File: src/rtl/fpu_denormalise.sv
// Float (single/double) to 32/64-bit integer conversion: unpack, align, then round and saturate.
// Handshake: adv = !valid_o | ready_i moves all three stages at once; ready_o = adv.
module fpu_denormalise (
  input  logic        clk,
  input  logic        rst_n,
  input  logic        valid_i,
  output logic        ready_o,
  input  logic [63:0] fp_in,
  input  logic        fp_fmt,
  input  logic [1:0]  int_fmt,
  input  logic [4:0]  fpu_op,
  input  logic [2:0]  rm,
  output logic        valid_o,
  input  logic        ready_i,
  output logic [63:0] int_out,
  output logic [4:0]  fflags
);

  logic adv;

  // Stage 1: unpack
  logic               s1_valid_q, s1_sign_q, s1_nan_q, s1_inf_q, s1_zero_q;
  logic               s1_int64_q, s1_uns_q;
  logic [2:0]         s1_rm_q;
  logic signed [11:0] s1_exp_q;
  logic [52:0]        s1_man_q;
  logic               s1_sign_d, s1_nan_d, s1_inf_d, s1_zero_d;
  logic signed [11:0] s1_exp_d;
  logic [52:0]        s1_man_d;

  // Stage 2: align
  logic        s2_valid_q, s2_sign_q, s2_nan_q, s2_inf_q, s2_ovf_q, s2_g_q, s2_s_q;
  logic        s2_int64_q, s2_uns_q;
  logic [2:0]  s2_rm_q;
  logic [63:0] s2_mag_q;
  logic        s2_ovf_d, s2_g_d, s2_s_d;
  logic [63:0] s2_mag_d;
  logic [3:0]  lsh;
  logic [6:0]  rsh;
  logic [127:0] rshifted;

  // Stage 3: round / saturate
  logic        valid_o_q;
  logic [63:0] int_out_q, int_out_d, res;
  logic [4:0]  fflags_q, fflags_d;
  logic        inc, nv, nx;
  logic [64:0] rounded, lim_pos, lim_neg;
  logic [63:0] max_val, min_val;

  logic unused_bits;
  assign unused_bits = ^{int_fmt[1], fpu_op[3:0]};

  assign adv     = !valid_o_q || ready_i;
  assign ready_o = adv;
  assign valid_o = valid_o_q;
  assign int_out = int_out_q;
  assign fflags  = fflags_q;

  always_comb begin
    s1_sign_d = fp_in[31];
    s1_exp_d  = '0;
    s1_man_d  = '0;
    s1_nan_d  = 1'b0;
    s1_inf_d  = 1'b0;
    s1_zero_d = 1'b0;
    if (fp_fmt) begin
      s1_sign_d = fp_in[63];
      s1_man_d  = {|fp_in[62:52], fp_in[51:0]};
      s1_exp_d  = (|fp_in[62:52]) ? ($signed({1'b0, fp_in[62:52]}) - 12'sd1023) : -12'sd1022;
      s1_nan_d  = (&fp_in[62:52]) && (|fp_in[51:0]);
      s1_inf_d  = (&fp_in[62:52]) && !(|fp_in[51:0]);
      s1_zero_d = !(|fp_in[62:0]);
    end else begin
      // Single significand is left-aligned so both formats share one 53-bit datapath
      s1_man_d  = {|fp_in[30:23], fp_in[22:0], 29'b0};
      s1_exp_d  = (|fp_in[30:23]) ? ($signed({4'b0, fp_in[30:23]}) - 12'sd127) : -12'sd126;
      s1_nan_d  = (&fp_in[30:23]) && (|fp_in[22:0]);
      s1_inf_d  = (&fp_in[30:23]) && !(|fp_in[22:0]);
      s1_zero_d = !(|fp_in[30:0]);
    end
  end

  always_comb begin
    lsh      = 4'(s1_exp_q - 12'sd52);
    rsh      = 7'(12'sd52 - s1_exp_q);
    rshifted = {11'b0, s1_man_q, 64'b0} >> rsh;
    s2_ovf_d = 1'b0;
    s2_mag_d = '0;
    s2_g_d   = 1'b0;
    s2_s_d   = 1'b0;
    if (!(s1_nan_q || s1_inf_q || s1_zero_q)) begin
      if (s1_exp_q >= 12'sd64) begin
        s2_ovf_d = 1'b1;
      end else if (s1_exp_q >= 12'sd52) begin
        s2_mag_d = {11'b0, s1_man_q} << lsh;
      end else if (s1_exp_q >= -12'sd2) begin
        s2_mag_d = rshifted[127:64];
        s2_g_d   = rshifted[63];
        s2_s_d   = |rshifted[62:0];
      end else begin
        s2_s_d   = |s1_man_q;
      end
    end
  end

  always_comb begin
    case (s2_rm_q)
      3'b000:  inc = s2_g_q && (s2_s_q || s2_mag_q[0]);
      3'b010:  inc = s2_sign_q && (s2_g_q || s2_s_q);
      3'b011:  inc = !s2_sign_q && (s2_g_q || s2_s_q);
      3'b100:  inc = s2_g_q;
      default: inc = 1'b0;
    endcase
    // 65 bits so a carry out of an all-ones magnitude still reads as overflow
    rounded = {1'b0, s2_mag_q} + {64'b0, inc};
    if (s2_uns_q) lim_pos = s2_int64_q ? {1'b0, {64{1'b1}}} : {33'b0, {32{1'b1}}};
    else          lim_pos = s2_int64_q ? {2'b0, {63{1'b1}}} : {34'b0, {31{1'b1}}};
    lim_neg = s2_int64_q ? {2'b01, 63'b0} : {33'b0, 1'b1, 31'b0};
    if (s2_uns_q) max_val = {64{1'b1}};
    else          max_val = s2_int64_q ? 64'h7FFF_FFFF_FFFF_FFFF : 64'h0000_0000_7FFF_FFFF;
    if (s2_uns_q) min_val = '0;
    else          min_val = s2_int64_q ? 64'h8000_0000_0000_0000 : 64'hFFFF_FFFF_8000_0000;
    res = '0;
    nv  = 1'b0;
    nx  = 1'b0;
    if (s2_nan_q) begin
      res = max_val;
      nv  = 1'b1;
    end else if (s2_inf_q) begin
      res = s2_sign_q ? min_val : max_val;
      nv  = 1'b1;
    end else if (!s2_sign_q) begin
      if (s2_ovf_q || rounded > lim_pos) begin
        res = max_val;
        nv  = 1'b1;
      end else begin
        res = rounded[63:0];
        nx  = s2_g_q || s2_s_q;
      end
    end else if (s2_uns_q) begin
      if (s2_ovf_q || rounded != 65'd0) nv = 1'b1;
      else                              nx = s2_g_q || s2_s_q;
    end else if (s2_ovf_q || rounded > lim_neg) begin
      res = min_val;
      nv  = 1'b1;
    end else begin
      res = -rounded[63:0];
      nx  = s2_g_q || s2_s_q;
    end
    int_out_d = s2_int64_q ? res : {{32{res[31]}}, res[31:0]};
    fflags_d  = {nv, 3'b000, nx};
  end

  always_ff @(posedge clk or negedge rst_n) begin
    if (!rst_n) begin
      s1_valid_q <= 1'b0; s1_sign_q <= 1'b0; s1_nan_q <= 1'b0; s1_inf_q <= 1'b0;
      s1_zero_q  <= 1'b0; s1_int64_q <= 1'b0; s1_uns_q <= 1'b0; s1_rm_q <= '0;
      s1_exp_q   <= '0;   s1_man_q <= '0;
      s2_valid_q <= 1'b0; s2_sign_q <= 1'b0; s2_nan_q <= 1'b0; s2_inf_q <= 1'b0;
      s2_ovf_q   <= 1'b0; s2_g_q <= 1'b0; s2_s_q <= 1'b0; s2_int64_q <= 1'b0;
      s2_uns_q   <= 1'b0; s2_rm_q <= '0; s2_mag_q <= '0;
      valid_o_q  <= 1'b0; int_out_q <= '0; fflags_q <= '0;
    end else if (adv) begin
      s1_valid_q <= valid_i;
      s1_sign_q  <= s1_sign_d;
      s1_nan_q   <= s1_nan_d;
      s1_inf_q   <= s1_inf_d;
      s1_zero_q  <= s1_zero_d;
      s1_int64_q <= int_fmt[0];
      s1_uns_q   <= fpu_op[4];
      s1_rm_q    <= rm;
      s1_exp_q   <= s1_exp_d;
      s1_man_q   <= s1_man_d;
      s2_valid_q <= s1_valid_q;
      s2_sign_q  <= s1_sign_q;
      s2_nan_q   <= s1_nan_q;
      s2_inf_q   <= s1_inf_q;
      s2_ovf_q   <= s2_ovf_d;
      s2_g_q     <= s2_g_d;
      s2_s_q     <= s2_s_d;
      s2_int64_q <= s1_int64_q;
      s2_uns_q   <= s1_uns_q;
      s2_rm_q    <= s1_rm_q;
      s2_mag_q   <= s2_mag_d;
      valid_o_q  <= s2_valid_q;
      int_out_q  <= int_out_d;
      fflags_q   <= fflags_d;
    end
  end

endmodule

File: config.mk
export PLATFORM = sky130hd
export DESIGN_NAME = fpu_denormalise
export DESIGN_NICKNAME = d
export VERILOG_FILES = /design/src/rtl/fpu_denormalise.sv
export SDC_FILE = /design/constraint.sdc
export NUM_CORES = 1
export LEC_CHECK = 0
export BUFFER_PORTS_ARGS = -buffer_cell sky130_fd_sc_hd__clkbuf_2
export CAP_MARGIN = 20
export CORE_ASPECT_RATIO = 1.2
export CORE_MARGIN = 2
export CORE_UTILIZATION = 50
export DETAILED_ROUTE_END_ITERATION = 8
export PLACE_DENSITY = 0.71
export SYNTH_ARGS = -nofsm -noshare
export SYNTH_HDL_FRONTEND = slang
export SYNTH_SLANG_ARGS = --single-unit
File: constraint.sdc
create_clock -name clk -period 6.3 [get_ports clk]
set_input_delay 1.26 -clock clk [delete_from_list [all_inputs] [get_ports clk]]
set_output_delay 1.26 -clock clk [all_outputs]
set_load 0.005 [all_outputs]
==> results.md, run 1 <==
Route:
- Once detail routing completed, the nets flagged for antenna violations numbered 0.
- The number of design rule violations left after detail routing is 8.
- Before antenna repair, the detailed router went through 9 iterations.
- Dividing the detail-routed wire length by the instance count gives 22.4 um.
- The total wirelength of the detailed-routed design is 73.0 mm.
- The detailed router placed 21,200 vias in this run.
- After detailed routing, the number of vias per cell comes to 6.50.
- For this block, the initial DRC count from the detailed router was 1,969.

Logic synthesis:
- The share of synthesized cell area in full adder, half adder and majority cells is 2.81%.
- The number of storage elements in the synthesis netlist is 218.
- In this run the biggest area consumer among cell types represents 26.1% of the synthesized area.
- In this run, distinct cell masters in the synthesized netlist total 94.
- Synthesis handed over a netlist of 2,641 instances.
- The parity-gate share of the synthesized area counting xor and xnor cells is 4.27%.
- The cell area after synthesis is 0.0209 mm2.
- By area the synthesized netlist is led by dfrtp_1, mux2i_1, nand2_1.
- The synthesis warning total is 0.
- In this run, synthesis inferred 0 flip-flops with an integrated enable.
- After synthesis, the largest family of logic cells by area is simple AND/OR/NAND/NOR gates.
- In the synthesized netlist the async set-or-reset flop fraction comes to 100%.
- The share of the synthesized area in compound gates (AO/OA/AOI/OAI) is 22.6%.
- The most frequently used flop master after synthesis is dfrtp_1.
- Averaged over all synthesized cells, the footprint is 7.92 um2.
- The share of synthesized cell area in and, or, nand and nor gates is 24.2%.
- The mux share of post-synthesis cell area is 14.5%.
- The synthesized design spends more area on one cell type than any other, namely dfrtp_1.
- The share of the Yosys chip area taken by registers is 26.1%.

Placement:
- Routability-driven placement finished with a final weighted congestion of 1.02.
- The number of I/O port buffers is 141.
- Once detailed placement completed, the half-perimeter wirelength came to 57.6 mm.
- The pre-CTS setup slack is 0.142 ns.

Global routing:
- The met1 demand-to-capacity share in global routing is 40.1%.
- The overflow left after global routing is 0.
- In the global route stage, met2 resource usage came out at 57.0%.
- met2 is the most crowded layer.
- The number of antenna violations at the first check in global routing is 0.
- The global-route usage over all layers is 33.0%.
- The first global-routing pass estimated 114 mm of wire.
- The via count of the first global-routing pass is 20,100.
- In the global route stage, met3 resource usage came out at 3.05%.
- The maximum number of pins on one net before global-route repair is 93.

Final layout:
- Cells with a size suffix above 1 make up 16.0% of the layout.
- The number of diodes added for antenna fixing is 0.
- Compared with the post-synthesis result, the final layout area differs by 11.2%.
- After filler insertion, the fill cell instance count of the layout stands at 3,907.
- The net total in the final layout is 2,828.

Critical path:
- The start of the worst register-to-register path is s2_rm_q[0]$_DFFE_PN0P_.
- STA classifies the critical path endpoint as a register.
- For the worst flop-to-flop path, the logic depth is 25.
- Data on the critical path is required at its endpoint by 6.75 ns.
- The critical setup path kind is reg2reg.
- The startpoint type of the worst setup path is a register.
- The endpoint of the most critical setup path is int_out[39]$_DFFE_PN0P_.
- The worst-path maximum fanout is 23.
- STA puts the critical path data arrival time at 6.48 ns.
- The worst register-to-register path ends at int_out[39]$_DFFE_PN0P_.
- The beginning of the critical path is s2_rm_q[0]$_DFFE_PN0P_.
- Across all register-to-register paths, the minimum setup slack is 0.27 ns.

Min path:
- The worst hold path startpoint is s1_valid_q$_DFFE_PN0P_.
- The kind of path behind the tightest hold check is reg2reg.
- The cell depth of the worst hold path is 2.

Timing:
- Setup slack closes at 0.269 ns.
- The number of pins with negative max-slew slack in the final report is 0.
- The final hold violation count is 0.
- Subtracting the final worst setup slack from the clock period gives 6.03 ns.
- For the pin with the worst max-slew slack, the measured transition is 1.04 ns.
- Setup repair after global routing left no endpoint under its margin.
- The worst pin sits at a relative slew slack of 29.9%.
- The fmax is 166 MHz.
- The total negative slack is 0 ns.
- The final setup skew is 0.0162 ns.
- The share of the cycle needed by the critical path after routing is 95.7%.
- The number of failing setup endpoints in the final timing report is 0.

Die:
- The cell row count is 82.
- The horizontal die dimension is 191 um.
- The I/O pin count is 150.
- The initial cell density of the core is 50.3%.
- The die covers 0.0435 mm2.
- The y dimension of the die is 228 um.
- The area of the core region is 0.0416 mm2.

CTS:
- The clock tree from TritonCTS is built.
- The TritonCTS sink count is 218.
- Counting the buffers created by CTS gives 25.
- The count of hold-fix buffers inserted at cts is 0.
- The later-pin clock latency in the skew report is 0.57 ns.
- The clock passes through at most 3 buffers.
- CTS placed an instance of clkbuf_16 at the clock tree root.
- The clock-pin slew reported for the worst setup and hold paths after clock tree synthesis is 0.06 ns.
- The number of H-tree branching levels is 1.

Power and ir drop:
- Dividing total power by cell area gives a power density of 549 mW/mm2.
- The worst vdd rail ir drop is 0.334 mV.
- Summed over all cells, the static leakage comes to 10.3 nW.

Outcome:
- The final reports fail on DRC.
- The flow ran to the end, but the final reports show violations.

Flow run:
- The count of maximum capacitance violations is 0.
-- worst min path at each step --
stage / to / slack, ns
2_1_floorplan: s2_valid_q$_DFFE_PN0P_ / 0.43
3_3_place_gp: s2_valid_q$_DFFE_PN0P_ / 0.44
3_5_place_dp: s1_rm_q[2]$_DFFE_PN0P_ / 0.46
4_1_cts: s1_rm_q[2]$_DFFE_PN0P_ / 0.47
5_1_grt: int_out[20]$_DFFE_PN0P_ / 0.50
6_report: s1_valid_q$_DFFE_PN0P_ / 0.47
-- repair_timing --
item	in CTS	in global routing
setup buffers	0	1
gates resized for setup	0	14
endpoints found under the setup margin	0	60
-- cell usage in the layout, fill, tap and decap left out, types with 56 or more instances in the layout --
cell      instances
a21oi_1         130
buf_4           100
clkbuf_2        140
dfrtp_1         216
inv_1            68
mux2i_1         164
nand2_1         305
nand3_1         104
nand4_1          62
nor2_1          242
nor3_1           60
nor4_1           56
o21ai_0         229
-- stage by stage --
step | util [%] | hold slack (ns) | cells | area (um2) | total power, W
finish | 56.0 | 0.469 | 3266 | 23200 | 0.0128
global route | 56.0 | 0.503 | 3266 | 23200 | 0.0136
CTS | 55.8 | 0.472 | 3265 | 23200 | 0.0126
detailed placement | 53.8 | 0.457 | 3220 | 22300 | 0.0111
global placement | 53.8 | 0.442 | 3220 | 22300 | 0.0109
floorplan | - | 0.430 | 2643 | 20900 | 0.00836
-- sequential cells by signal (all words and copies together) (netlist names), 2 cells and up --
| register | cells |
|---|---|
| s1_rm_q | 3 |
| int_out | 64 |
| s1_man_q | 53 |
| s1_exp_q | 12 |
| fflags | 2 |
| s2_mag_q | 64 |
| s2_rm_q | 3 |
-- layer usage --
layer	part of all wire [%]	wire length [um]
met1	39	28600
met5	0	0
met3	5.5	4010
met4	6.6	4780
met2	49	35600
-- logic make-up after synthesis --
group | Yosys count
AOI/OAI and AO/OA | 726
buffers and inverters | 284
adders and majority gates | 47
and+or+nand+nor | 1026
other | 1
muxes | 237
DFF | 218
xor gates and xnor gates | 102
-- power breakdown --
part / internal (W) / leakage (nW) / total [W] / switching (W)
Combinational: 0.00334 / 7.04 / 0.00888 / 0.00553
Clock: 0.000875 / 0.422 / 0.00149 / 0.000611
Sequential: 0.00183 / 2.79 / 0.00241 / 0.000577
-- Yosys cell counts (all sizes together) (46+ instances only) --
library cell and n:
a21oi 131, a31oi 46, buf 60, clkbuf 153, dfrtp 218, ha 47
inv 71, mux2i 164, mux4 50, nand2 308, nand3 106, nand4 64
nor2 249, nor3 62, nor4 63, o21ai 260, xnor2 56, xor2 46
-- critical path, stage by stage (launching register included) --
cell      delay, ns
dfrtp_1        0.39
nand2_1        0.06
mux2_2         0.25
o32a_1         0.33
nor2_1         0.10
ha_2           0.22
nand3_2        0.15
or4_1          0.59
or2_1          0.34
or3_1          0.38
and2_1         0.19
inv_1          0.08
ha_1           0.14
and4_1         0.18
and3_1         0.26
nand4_1        0.21
or2_2          0.36
nor3_1         0.18
and4_1         0.28
a221oi_2       0.11
o21ai_1        0.19
a31oi_1        0.14
a21oi_4        0.21
nand2_4        0.12
buf_12         0.18
o221a_2        0.25
-- layout make-up --
type	count	area [um2]	area share (%)
flip-flops and latches	218	5460	23.5
clock inverters	12	136	0.587
clock buffers	33	706	3.04
well taps	546	683	2.94
repair buffers	245	1550	6.65
multi-input cells	2141	14400	62.1
inverters	71	269	1.16
(Power assumes the default switching activity.)
==> inputs of run 2 (changes only) <==
==> constraint.sdc (replaced) <==
create_clock -name clk -period 6.3 [get_ports clk]
set_input_delay 1.89 -clock clk [delete_from_list [all_inputs] [get_ports clk]]
set_output_delay 1.89 -clock clk [all_outputs]
set_load 0.005 [all_outputs]
==> results.md, run 2 (synthesis gave the netlist of run 1 again) <==
Outcome:
- The run finished with clean final reports.

Placement:
- During placement, the flow inserted port buffers numbering 141.
- The pre-CTS setup slack is 0.0208 ns.
- Routability-driven placement finished with a final weighted congestion of 1.04.
- Detailed placement finished with a half-perimeter wire length of 56.8 mm.
- The placed standard-cell area is 0.0223 mm2.

Final layout:
- The most common library cell in the layout ignoring fill and taps is nand2_1.
- Leaving out fill and tap cells, the most frequent cells in the layout are nand2_1, nor2_1, o21ai_0.
- After the last flow step, the layout net total stands at 2,828.
- The repair_antennas step left the layout with diodes totalling 0.
- The layout cell share with drive strength beyond 1 is 16.1%.
- The filler cells instantiated in the layout total 3,943.
- The finished cells cover 0.0233 mm2.
- The share of the core filled with cells is 56.0%.
- The synthesis-to-layout area growth is 11.3%.

CTS:
- The clock passes through at most 3 buffers.
- In this run, post-CTS hold repair placed 0 buffers.
- CTS built an H-tree with a depth of 1.
- The later-pin clock latency in the skew report is 0.56 ns.
- TritonCTS built the clock tree.
- After clock tree synthesis, the clock-pin slew on the worst setup and hold paths is 0.06 ns.
- The clock net in this run drives a total of 218 sinks.
- Buffers inserted during clock tree synthesis total 24.
- The tree is rooted in a clkbuf_16.

Power and ir drop:
- The proportion of power drawn by the clock network is 11.4%.
- In this run the power density over the cells is 545 mW/mm2.
- Of the total power, combinational logic draws 69.7%.
- The internal power summed over all cells is 0.00602 W.
- The static leakage is 10.2 nW.
- The net switching power figure is 0.00667 W.
- Net switching is 52.5% of the power.
- Power comes to 0.0127 W.
- The fraction of power consumed by sequential logic is 18.9%.
- IR analysis of the VDD net gives a maximum drop of 0.363 mV.

Global routing:
- The via count of the first global-routing pass was 19,900.
- The wire length of the first global-routing pass is 112 mm.
- The total overflow left after global routing is 0.
- Global routing used 32.4% of the available tracks across all layers.
- The number of antenna violations at the first check in global routing is 0.
- The maximum number of pins on one net before global-route repair is 134.

Route:
- The number of DRC markers in iteration 0 is 1,800.
- The first detailed-routing pass took 6 iterations.
- The number of design rule violations left after detail routing is 0.
- For this block, the via count after detailed routing is 21,200.
- The detail route stage leaves a number of antenna-violating nets equal to 0.
- The routed length per instance is 22.0 um.
- After detailed routing, the total wire length is 71.8 mm.
- In the routed layout, each cell is associated on average with a via count of 6.51.

Flow run:
- The count of maximum capacitance violations is 0.

Timing:
- The final setup skew is 0.0197 ns.
- The actual slew at the worst max-slew pin is 1.03 ns.
- Setup violations remaining at the end of the flow were counted as 0.
- The share of the cycle needed by the critical path after routing is 96.6%.
- The number of pins with negative max-slew slack in the final report is 0.
- The headroom to the max-slew limit is 31.6%.
- The post-route minimum period is 6.08 ns.
- The post-route worst setup slack is 0.217 ns.
- The fmax is 164 MHz.
- The final hold violation count is 0.

Die:
- The full die area is 0.0435 mm2.
- The horizontal die dimension is 191 um.
- 150 I/O pins were placed.
- In this run the standard cell core region covers 0.0416 mm2.
- The initial cell density of the core is 50.3%.
- The y dimension of the die is 228 um.
- The floorplan has 82 rows.

Critical path:
- The count of buffer and inverter cells on the critical path is 2.
- The critical path data required time is 6.72 ns.
- The arrival time of the worst setup path is 6.51 ns.
- The peak per-stage delay on the critical path is 0.56 ns.
- STA classifies the critical path startpoint as a register.
- Along the worst path, the maximum fanout reaches 23.
- Grouping stages by cell kind, the critical path spends the most delay in simple AND/OR/NAND/NOR gates.
- The worst setup path is captured at a register.
- The slowest stage of the critical path belongs to the cell or4_4.
- The critical setup path kind is reg2reg.

Min path:
- The tightest min-delay check is of the reg2reg type.
==> run 2: cell count changes in the layout (fill, tap and decap cells not counted), moves of 3 or more <==
| cell | delta |
|---|---|
| clkinvlp_4 | +4 |
| nor4_2 | +3 |
| clkbuf_8 | -4 |
| clkinv_2 | -4 |
| nor4_1 | -3 |
==> run 2: power groups by stage <==
stage | logic [W] | clock network, W | registers (W)
4_1_cts | 0.00862 | 0.00147 | 0.00239
3_3_place_gp | 0.00847 | 0 | 0.00238
6_report | 0.00884 | 0.00145 | 0.00240
2_1_floorplan | 0.00619 | 0 | 0.00216
5_1_grt | 0.00957 | 0.00152 | 0.00247
3_5_place_dp | 0.00859 | 0 | 0.00241
==> run 2: tightest hold or removal path: cells and delay by family (launching register included) <==
| family | cells | cell delay [ns] |
|---|---|---|
| simple gates | 2 | 0.10 |
| flops | 1 | 0.34 |
==> run 2: path summary, 6_finish.rpt <==
| check | from | endpoint | slack (ns) | cells past startpoint |
|---|---|---|---|---|
| min reg2reg | s1_valid_q$_DFFE_PN0P_ | s1_valid_q$_DFFE_PN0P_ | 0.47 | 2 |
| max in group asynchronous | rst_n | s1_man_q[18]$_DFFE_PN0P_ | 3.62 | 2 |
| max | s2_rm_q[1]$_DFFE_PN0P_ | int_out[36]$_DFFE_PN0P_ | 0.22 | 25 |
| min in group asynchronous | rst_n | int_out[52]$_DFFE_PN0P_ | 1.42 | 1 |
| min | s1_valid_q$_DFFE_PN0P_ | s1_valid_q$_DFFE_PN0P_ | 0.47 | 2 |
| max reg2reg | s2_rm_q[1]$_DFFE_PN0P_ | int_out[36]$_DFFE_PN0P_ | 0.22 | 25 |
==> run 2: what timing repair did <==
item | 4_1_cts | 5_1_grt
endpoints found under the setup margin | 0 | 60
resized for setup | 0 | 19
buffers inserted | 0 | 2
==> run 2: area by class of cell <==
cell class              instances  area, um2  area share (%)
multi-input cells            2141      14500            62.3
inverters                      71        269            1.16
well taps                     546        683            2.94
flip-flops and latches        218       5460            23.5
repair buffers                246       1560            6.71
clock inverters                14        181           0.780
clock buffers                  28        626            2.69
==> run 2: metrics by stage <==
step / instances / setup TNS (ns) / hold slack, ns
5_1_grt: 3264 / -0.302 / 0.494
3_5_place_dp: 3219 / 0 / 0.456
6_report: 3264 / 0 / 0.467
2_1_floorplan: 2643 / 0 / 0.430
3_3_place_gp: 3219 / 0 / 0.441
4_1_cts: 3261 / 0 / 0.470
==> run 2: layer usage <==
metal	vias to the layer above	global-route usage, %	routed length, um
li1	9966	-	-
met1	10100	40.1	28500
met2	934	55.6	35000
met3	209	2.62	3990
met4	0	17.9	4300
met5	-	0	0
